**src/rtl/rs_ff_pkg.sv**
```systemverilog
// Shared types and helpers for the credit-based feed-forward link controller.
package rs_ff_pkg;

  typedef enum logic {
    FLUSH = 1'b0,
    RUN   = 1'b1
  } state_e;

  // Ceiling log2 for parameter arithmetic; clog2(1) = 0.
  function automatic int unsigned clog2(input int unsigned value);
    int unsigned res;
    int unsigned pow;
    res = 0;
    pow = 1;
    while (pow < value) begin
      pow = pow << 1;
      res = res + 1;
    end
    return res;
  endfunction

  // Legal configuration: depth a power of two >= 2, at most 15 stages per direction.
  function automatic bit params_ok(input int unsigned depth, input int unsigned latency);
    return (depth >= 2) && ((depth & (depth - 1)) == 0) && (latency <= 15);
  endfunction

endpackage

```
**src/rtl/rs_ff_credit_fifo.sv**
```systemverilog
// Show-ahead receive FIFO with a sticky overflow flag; a push while full is dropped.
module rs_ff_credit_fifo
  import rs_ff_pkg::*;
#(
  parameter int unsigned DATA_WIDTH = 32,
  parameter int unsigned DEPTH      = 8
) (
  input  logic                  clk,
  input  logic                  rst_n,
  input  logic                  push,
  input  logic [DATA_WIDTH-1:0] push_data,
  input  logic                  pop,
  output logic [DATA_WIDTH-1:0] dout,
  output logic                  empty,
  output logic                  overflow
);

  localparam int unsigned AW   = clog2(DEPTH);
  localparam int unsigned CNTW = clog2(DEPTH + 1);

  logic [DATA_WIDTH-1:0] mem [DEPTH];
  logic [AW-1:0]         rd_ptr;
  logic [AW-1:0]         wr_ptr;
  logic [CNTW-1:0]       count;
  logic                  full;
  logic                  rd_en_c;
  logic                  wr_en_c;

  assign empty   = (count == '0);
  assign full    = (count == CNTW'(DEPTH));
  assign rd_en_c = pop && !empty;
  // A pop frees the slot in the same cycle, so push+pop at full is legal.
  assign wr_en_c = push && (!full || rd_en_c);
  // Gate with empty so stale, unreset storage never reaches the port.
  assign dout    = empty ? '0 : mem[rd_ptr];

  // Storage array, deliberately without reset.
  always_ff @(posedge clk) begin
    if (wr_en_c) begin
      mem[wr_ptr] <= push_data;
    end
  end

  // Pointers, occupancy and the sticky overflow flag.
  always_ff @(posedge clk or negedge rst_n) begin
    if (!rst_n) begin
      rd_ptr   <= '0;
      wr_ptr   <= '0;
      count    <= '0;
      overflow <= 1'b0;
    end else begin
      if (wr_en_c) begin
        wr_ptr <= wr_ptr + AW'(1);
      end
      if (rd_en_c) begin
        rd_ptr <= rd_ptr + AW'(1);
      end
      if (wr_en_c && !rd_en_c) begin
        count <= count + CNTW'(1);
      end else if (rd_en_c && !wr_en_c) begin
        count <= count - CNTW'(1);
      end
      if (push && full && !rd_en_c) begin
        overflow <= 1'b1;
      end
    end
  end

endmodule

```
**src/rtl/rs_ff_credit_ctrl.sv**
```systemverilog
// Credit-based flow control across a chain of unreset feed-forward register stages.
module rs_ff_credit_ctrl
  import rs_ff_pkg::*;
#(
  parameter int unsigned DATA_WIDTH   = 32,
  parameter int unsigned FIFO_DEPTH   = 8,
  parameter int unsigned PIPE_LATENCY = 2
) (
  input  logic                  clk,
  input  logic                  rst_n,
  input  logic [DATA_WIDTH-1:0] if_din,
  input  logic                  if_din_valid,
  output logic                  if_din_ready,
  output logic [DATA_WIDTH-1:0] pipe_in_data,
  output logic                  pipe_in_valid,
  input  logic [DATA_WIDTH-1:0] pipe_out_data,
  input  logic                  pipe_out_valid,
  output logic                  credit_out,
  input  logic                  credit_in,
  output logic [DATA_WIDTH-1:0] if_dout,
  output logic                  if_dout_valid,
  input  logic                  if_dout_ready,
  output logic                  err_overflow,
  output logic                  err_credit
);

  localparam int unsigned CW  = clog2(FIFO_DEPTH + 1);
  localparam int unsigned FCW = 4;

  if (!params_ok(FIFO_DEPTH, PIPE_LATENCY)) begin : g_bad_params
    $error("rs_ff_credit_ctrl: FIFO_DEPTH must be a power of 2 >= 2 and PIPE_LATENCY <= 15");
  end

  state_e         state_q;
  state_e         state_d;
  logic [FCW-1:0] flush_cnt;
  logic [CW-1:0]  credit;
  logic           run_c;
  logic           accept_c;
  logic           push_c;
  logic           pop_c;
  logic           fifo_empty;

  // State register.
  always_ff @(posedge clk or negedge rst_n) begin
    if (!rst_n) begin
      state_q <= FLUSH;
    end else begin
      state_q <= state_d;
    end
  end

  // Next state: leave FLUSH once the unreset stages have drained their garbage.
  always_comb begin
    state_d = state_q;
    case (state_q)
      FLUSH:   if (flush_cnt == FCW'(PIPE_LATENCY)) state_d = RUN;
      RUN:     state_d = RUN;
      default: state_d = FLUSH;
    endcase
  end

  // State decode: everything on the link is ignored or held off outside RUN.
  always_comb begin
    run_c = 1'b0;
    case (state_q)
      RUN:     run_c = 1'b1;
      default: run_c = 1'b0;
    endcase
  end

  // Flush cycle counter.
  always_ff @(posedge clk or negedge rst_n) begin
    if (!rst_n) begin
      flush_cnt <= '0;
    end else if (state_q == FLUSH) begin
      flush_cnt <= flush_cnt + FCW'(1);
    end
  end

  assign if_din_ready = run_c && (credit != '0);
  assign accept_c     = if_din_valid && if_din_ready;
  assign push_c       = run_c && pipe_out_valid;
  assign if_dout_valid = !fifo_empty;
  assign pop_c        = if_dout_valid && if_dout_ready;

  // Send register into the forward chain; data holds when idle.
  always_ff @(posedge clk or negedge rst_n) begin
    if (!rst_n) begin
      pipe_in_valid <= 1'b0;
      pipe_in_data  <= '0;
    end else begin
      pipe_in_valid <= accept_c;
      if (accept_c) begin
        pipe_in_data <= if_din;
      end
    end
  end

  // Credit counter: spend on accept, refund on credit_in, saturate at the FIFO depth.
  always_ff @(posedge clk or negedge rst_n) begin
    if (!rst_n) begin
      credit     <= CW'(FIFO_DEPTH);
      err_credit <= 1'b0;
    end else if (run_c) begin
      if (credit_in && !accept_c) begin
        if (credit == CW'(FIFO_DEPTH)) begin
          err_credit <= 1'b1;
        end else begin
          credit <= credit + CW'(1);
        end
      end else if (accept_c && !credit_in) begin
        credit <= credit - CW'(1);
      end
    end
  end

  // One credit pulse into the return chain per pop.
  always_ff @(posedge clk or negedge rst_n) begin
    if (!rst_n) begin
      credit_out <= 1'b0;
    end else begin
      credit_out <= pop_c;
    end
  end

  rs_ff_credit_fifo #(
    .DATA_WIDTH (DATA_WIDTH),
    .DEPTH      (FIFO_DEPTH)
  ) u_fifo (
    .clk       (clk),
    .rst_n     (rst_n),
    .push      (push_c),
    .push_data (pipe_out_data),
    .pop       (pop_c),
    .dout      (if_dout),
    .empty     (fifo_empty),
    .overflow  (err_overflow)
  );

endmodule
```
**config.mk**
```make
export PLATFORM = sky130hd
export DESIGN_NAME = rs_ff_credit_ctrl
export DESIGN_NICKNAME = d
export VERILOG_FILES = /design/src/rtl/rs_ff_pkg.sv /design/src/rtl/rs_ff_credit_fifo.sv /design/src/rtl/rs_ff_credit_ctrl.sv
export SDC_FILE = /design/constraint.sdc
export NUM_CORES = 1
export LEC_CHECK = 0
export CORE_ASPECT_RATIO = 1.2
export CORE_UTILIZATION = 56
export DETAILED_ROUTE_END_ITERATION = 7
export PLACE_DENSITY = 0.9
export SYNTH_ARGS = -nofsm -noshare
export SYNTH_HDL_FRONTEND = slang
export SYNTH_SLANG_ARGS = --single-unit
```
**constraint.sdc**
```tcl
create_clock -name clk -period 5.1 [get_ports clk]
set_input_delay 1.02 -clock clk [delete_from_list [all_inputs] [get_ports clk]]
set_output_delay 1.02 -clock clk [all_outputs]
set_load 0.05 [all_outputs]
```
# Word level (Yosys, flattened, before mapping)
# Memories as Yosys holds them, arrays and structs flattened.
# Index checks and enable logic that the tools add are counted.
# Widths: inputs -> output; s select.
op_classes:
  addsub: 7
  eq_ne: 4
  bitwise: 1
  reduce_logical: 25
  muxes: 11
ops:
  columns: ["operator", "n"]
  rows:
  - ["$mux 32", 1]
  - ["$mux 4", 5]
  - ["$add 4x1->4 const B", 3]
  - ["$logic_and 1x1->1", 12]
  - ["$eq 4x4->1 const B", 2]
  - ["$sub 4x1->4 const B", 2]
  - ["$add 3x1->3 const B", 2]
  - ["$logic_not 1->1", 6]
  - ["$reduce_and 3->1", 2]
  - ["$eq 4x2->1 const B", 1]
  - ["$logic_not 4->1", 1]
  - ["$mux 1", 4]
  - ["$reduce_bool 2->1", 2]
  - ["$reduce_bool 4->1", 1]
  - ["$ne 2x2->1 const B", 1]
  - ["$pmux 1 s2", 1]
  - ["$logic_or 1x1->1", 1]
  - ["$not 1->1", 1]
word_totals:
  n_memories: 1
  mem_bits_rw: 256
  inputBits: 70
  ff_bits: 55
mem_list:
  columns: ["memory", "depth", "width", "rd", "rd_ports_with_merged_regs", "write_ports", "line_no", "source"]
  rows:
  - ["u_fifo.mem", 8, 32, 1, 0, 1, "rs_ff_credit_fifo.sv:21", "logic [DATA_WIDTH-1:0] mem [DEPTH];"]

# Longest topological paths before layout
logic_depth:
  depth_word: 10
  mapped_depth: 11
  ltp_nobuf: 11

# Modules after synthesis
# From an unflattened synthesis, not the netlist that was laid out.
hier_totals:
  hier_cells: 566
  hier_area_um2: 12250.5
by_module_without_submodules:
  columns: ["module", "cells_per_inst", "area_each_um2", "instances"]
  rows:
  - ["rs_ff_credit_fifo", 442, 10256.1, 1]
  - ["rs_ff_credit_ctrl", 124, 1994.4, 1]

# Worst setup path after synthesis
# No wires, ideal clock.
synth_path:
  path_type: "input -> register"
  startpoint: "input if_dout_ready"
  endpoint: "memory u_fifo.mem[6][0] (enable)"
  required_time_ns: 4.639
  stages: 4
  n_path_buf: 0
  slack_ns: 0.839
  arrival_ns: 3.800
  cell_sequence: "nor2b_1 -> a21boi_0 -> nand2_1 -> nor3_1"
synth_between:
  elab_chain_len: 6
synth_lines:
  columns: ["item", "line_no", "source"]
  rows:
  - ["start, declared", "rs_ff_credit_ctrl.sv:22", "input logic if_dout_ready,"]
  - ["$logic_and 1x1->1", "rs_ff_credit_ctrl.sv:85", "assign pop_c = if_dout_valid && if_dout_ready;"]
  - ["$logic_and 1x1->1", "rs_ff_credit_fifo.sv:31", "assign rd_en_c = pop && !empty;"]
  - ["$logic_or 1x1->1", "rs_ff_credit_fifo.sv:33", "assign wr_en_c = push && (!full || rd_en_c);"]
  - ["$logic_and 1x1->1", "rs_ff_credit_fifo.sv:33", null]
  - ["$mux 1", "rs_ff_credit_fifo.sv:39", "if (wr_en_c) begin"]
  - ["$mux 1 (implied by the code)", "rs_ff_credit_fifo.sv:40", "mem[wr_ptr] <= push_data;"]
  - ["end, declared", "rs_ff_credit_fifo.sv:21", null]
# No other way between the ends.

# Worst setup path in the final report
layout_path:
  startpoint: "register u_fifo.rd_ptr[1]"
  endpoint: "output if_dout[21]"
layout_between:
  elab_chain_len: 2
layout_lines:
  columns: ["item", "line_no", "source"]
  rows:
  - ["start, declared", "rs_ff_credit_fifo.sv:22", "logic [AW-1:0] rd_ptr;"]
  - ["start signal, assigned", "rs_ff_credit_fifo.sv:56", "rd_ptr <= rd_ptr + AW'(1);"]
  - ["$mem_v2 8x32", null, null]
  - ["$mux 32", "rs_ff_credit_fifo.sv:35", "assign dout = empty ? '0 : mem[rd_ptr];"]
  - ["end, declared", "rs_ff_credit_ctrl.sv:20", "output logic [DATA_WIDTH-1:0] if_dout,"]
# No other way between the ends.

==> run summary <==
- number of placement rows: 58
- hold buffer count at cts: 0
- terminus of the critical flop-to-flop path: u_fifo.count[3]
- cts repair resizes: 0
- Layout Cell Area excl Fill: 14760 µm²
- CTS tree: built
- type of element launching the critical path: flop
- cell area after synthesis: 12080 µm²
- Unique masters post-synth: 39
- count of vias placed by the detailed router: 6096
- run status: completed
- DR DRC count: 0
- kind of capture point of the worst setup path: output port
- WHS Path Cells: 1
- synth warn: 0
- routed wire length per instance: 24.03 µm
- Layout area overhead: 22.23%
- number of cells on the worst reg-to-reg path: 11
- power per cell area: 632.6 nW/µm²
- number of setup buffers added after CTS: 0
- number of enable flip-flop cells after synthesis: 256
- Place WS: 1.344 ns
- core outline area: 21050 µm²
- IR Drop Worst-Case VDD: 0.5704 mV
- Synth Flop Type: edfxtp_1
- setup slack of the critical path after layout: 0.7343 ns
- number of port buffers: 139
- most area-hungry cell type in the Yosys netlist: edfxtp_1
- Worst Max-Slew Pin Slew: 1.196 ns
- Clock Tree Root: clkbuf_16
- post-synth net total: 662
- endpoints failing setup: 0
- leakage power of the design: 5.090 nW
- overall fraction of global-route tracks in use: 23.01%
- most frequent cell after synthesis: edfxtp_1
- die span in x: 136.1 µm
- first drt pass iteration count: 5
- Worst Path Class, Setup: flop to output port
- list of most frequent post-synthesis cells: 256 x edfxtp_1, 64 x mux4_2, 54 x dfrtp_1
- Worst slew margin: 20.29%
- clock tree skew after final layout: 0.01226 ns
- synthesized instance count: 581
- CTS clock-pin slew for the worst setup and hold paths: 0.07 ns
- maximum number of pins on one net before global-route repair: 56
- crit path time final: 4.366 ns
- aggregate global routing overflow: 0
- worst r2r src: u_fifo.count[2]
- terminating pin of the worst hold path: flush_cnt[3]
- slack of the worst reg-to-reg path: 2.01 ns
- sum of negative setup slack: 0 ns
- Post-DRT Antenna Nets: 0
- clock sinks: 311
- half-perimeter wire length after placement: 14590 µm
- Max FO, Critical Path: 36
- RSZ-0062 raised after global routing: false
- vias per inst: 5.913
- layout cells sized above 1: 22.53%
- Starting DRT DRC Count: 429
- dominant cells by area after synthesis: edfxtp_1 64%, mux4_2 12%, dfrtp_1 11%
- syn avg cell area: 20.79 µm²
- fraction of registers with async set/reset: 17.68%
- number of CTS-inserted buffers: 28
- Area after DPL: 13880 µm²
- required time at the endpoint of the critical path: 4.08 ns
- final hold vios: 0
- fin util: 70.15%
- Fmax: 229.1 MHz
- Data arrival, critical path: 3.35 ns
- share of the yosys chip area belonging to registers: 75.05%
- Placer Congestion: 0.7492
- initial cell density of the core: 57.40%
- worst min-delay path class: flop to flop
- Seq cells post-synth: 311
- die area: 22160 µm²
- number of nets in the layout: 820
- overall die height: 162.9 µm
- max capacitance violation total: 0
- via count of the first global-routing pass: 6634
- part of the cycle the worst path needs: 85.60%
- clock latency reported for the late side of the worst-skew pair: 0.54 ns
- top cell type's share of synthesized area: 63.64%
- count of final max-slew check failures: 0
- initial antenna violation count: 2
- number of top-level design ports: 140
- worst-case clock buffer depth: 3
- Worst Min Path Start: flush_cnt[3]
- maximum level of the CTS H-tree: 1
- Total Routed Length: 24770 µm
- first-pass GRT wire length: 37450 µm
- total power: 9.339 mW
-- cell type report --
| cell class | instances | area (µm²) |
|---|---|---|
| inverter | 7 | 26.28 |
| fill | 1239 | 6281 |
| clock buffer | 33 | 719.4 |
| sequential | 311 | 9071 |
| antenna | 2 | 5.005 |
| tap | 270 | 337.8 |
| clock inverter | 17 | 163.9 |
| timing repair buffer | 153 | 1504 |
| multi-input combinational | 238 | 2937 |
-- sequential cells by signal, summed over array words and instances (netlist names) --
signal	count
err_credit	1
u_fifo.rd_ptr	3
u_fifo.overflow	1
flush_cnt	4
credit	4
pipe_in_valid	1
state_q	1
pipe_in_data	32
credit_out	1
u_fifo.mem	256
u_fifo.wr_ptr	3
u_fifo.count	4
-- cells by family after synthesis --
logic type                 Yosys count  synth area share, %
and+or+nand+nor                     66                2.486
adders and majority gates           11                1.264
buffers and inverters               32                1.171
xor gates and xnor gates            13               0.9426
muxes                              134                18.18
AOI/OAI and AO/OA                   14               0.9115
DFF                                311                75.05
-- power breakdown --
group / total [mW] / internal (mW) / switching [mW]
combinational: 3.71 / 1.51 / 2.20
sequential: 3.60 / 3.21 / 0.385
clock: 2.03 / 1.15 / 0.875
total: 9.34 / 5.88 / 3.46
-- critical path: stages, from the launching register on --
cell and delay [ns]:
dfrtp_2 0.97, buf_4 0.42, mux4_2 0.36, mux2i_1 0.27, nor2_1 0.07, clkdlybuf4s50_1 0.71
-- how the worst max path moves through the flow --
| stage | startpoint | cells past startpoint | to |
|---|---|---|---|
| after CTS | u_fifo.rd_ptr[1] | 5 | if_dout[21] |
| after global placement | u_fifo.rd_ptr[0] | 5 | if_dout[26] |
| after detailed placement | u_fifo.rd_ptr[1] | 5 | if_dout[21] |
| after floorplan | if_dout_ready | 4 | u_fifo.mem[6][0] |
| final | u_fifo.rd_ptr[1] | 5 | if_dout[21] |
| after global routing | u_fifo.rd_ptr[1] | 5 | if_dout[21] |
-- per-layer routing --
layer  track usage [%]  up-vias  wire length, µm
li1                  -     2638                -
met1             29.05     3135             9438
met2             40.03      263            12930
met4             7.727        0              729
met5                 0        -                0
met3             4.202       60             1679
-- cells in the final DEF, fill, tap and decap left out, drive strengths merged, types with 3 or more instances in the layout --
cell type      instances
clkinvlp               4
mux2i                 33
clkinv                10
nand2                  8
nand3                  4
dfrtp                 54
mux4                  64
nor3                   3
nor2                  41
clkbuf                33
clkdlybuf4s50        138
o21ai                  3
buf                   15
inv                    7
xnor2                 12
ha                     9
edfxtp               256
bufinv                 3
mux2                  37
-- metrics by stage --
step / cells / hold WS (ns)
2_1_floorplan: 581 / 0.4465
3_3_place_gp: 979 / 0.4570
3_5_place_dp: 979 / 0.4606
4_1_cts: 1029 / 0.4854
5_1_grt: 1030 / 0.4946
6_report: 1031 / 0.4809
Note: power is estimated with default switching activity, not from simulation.
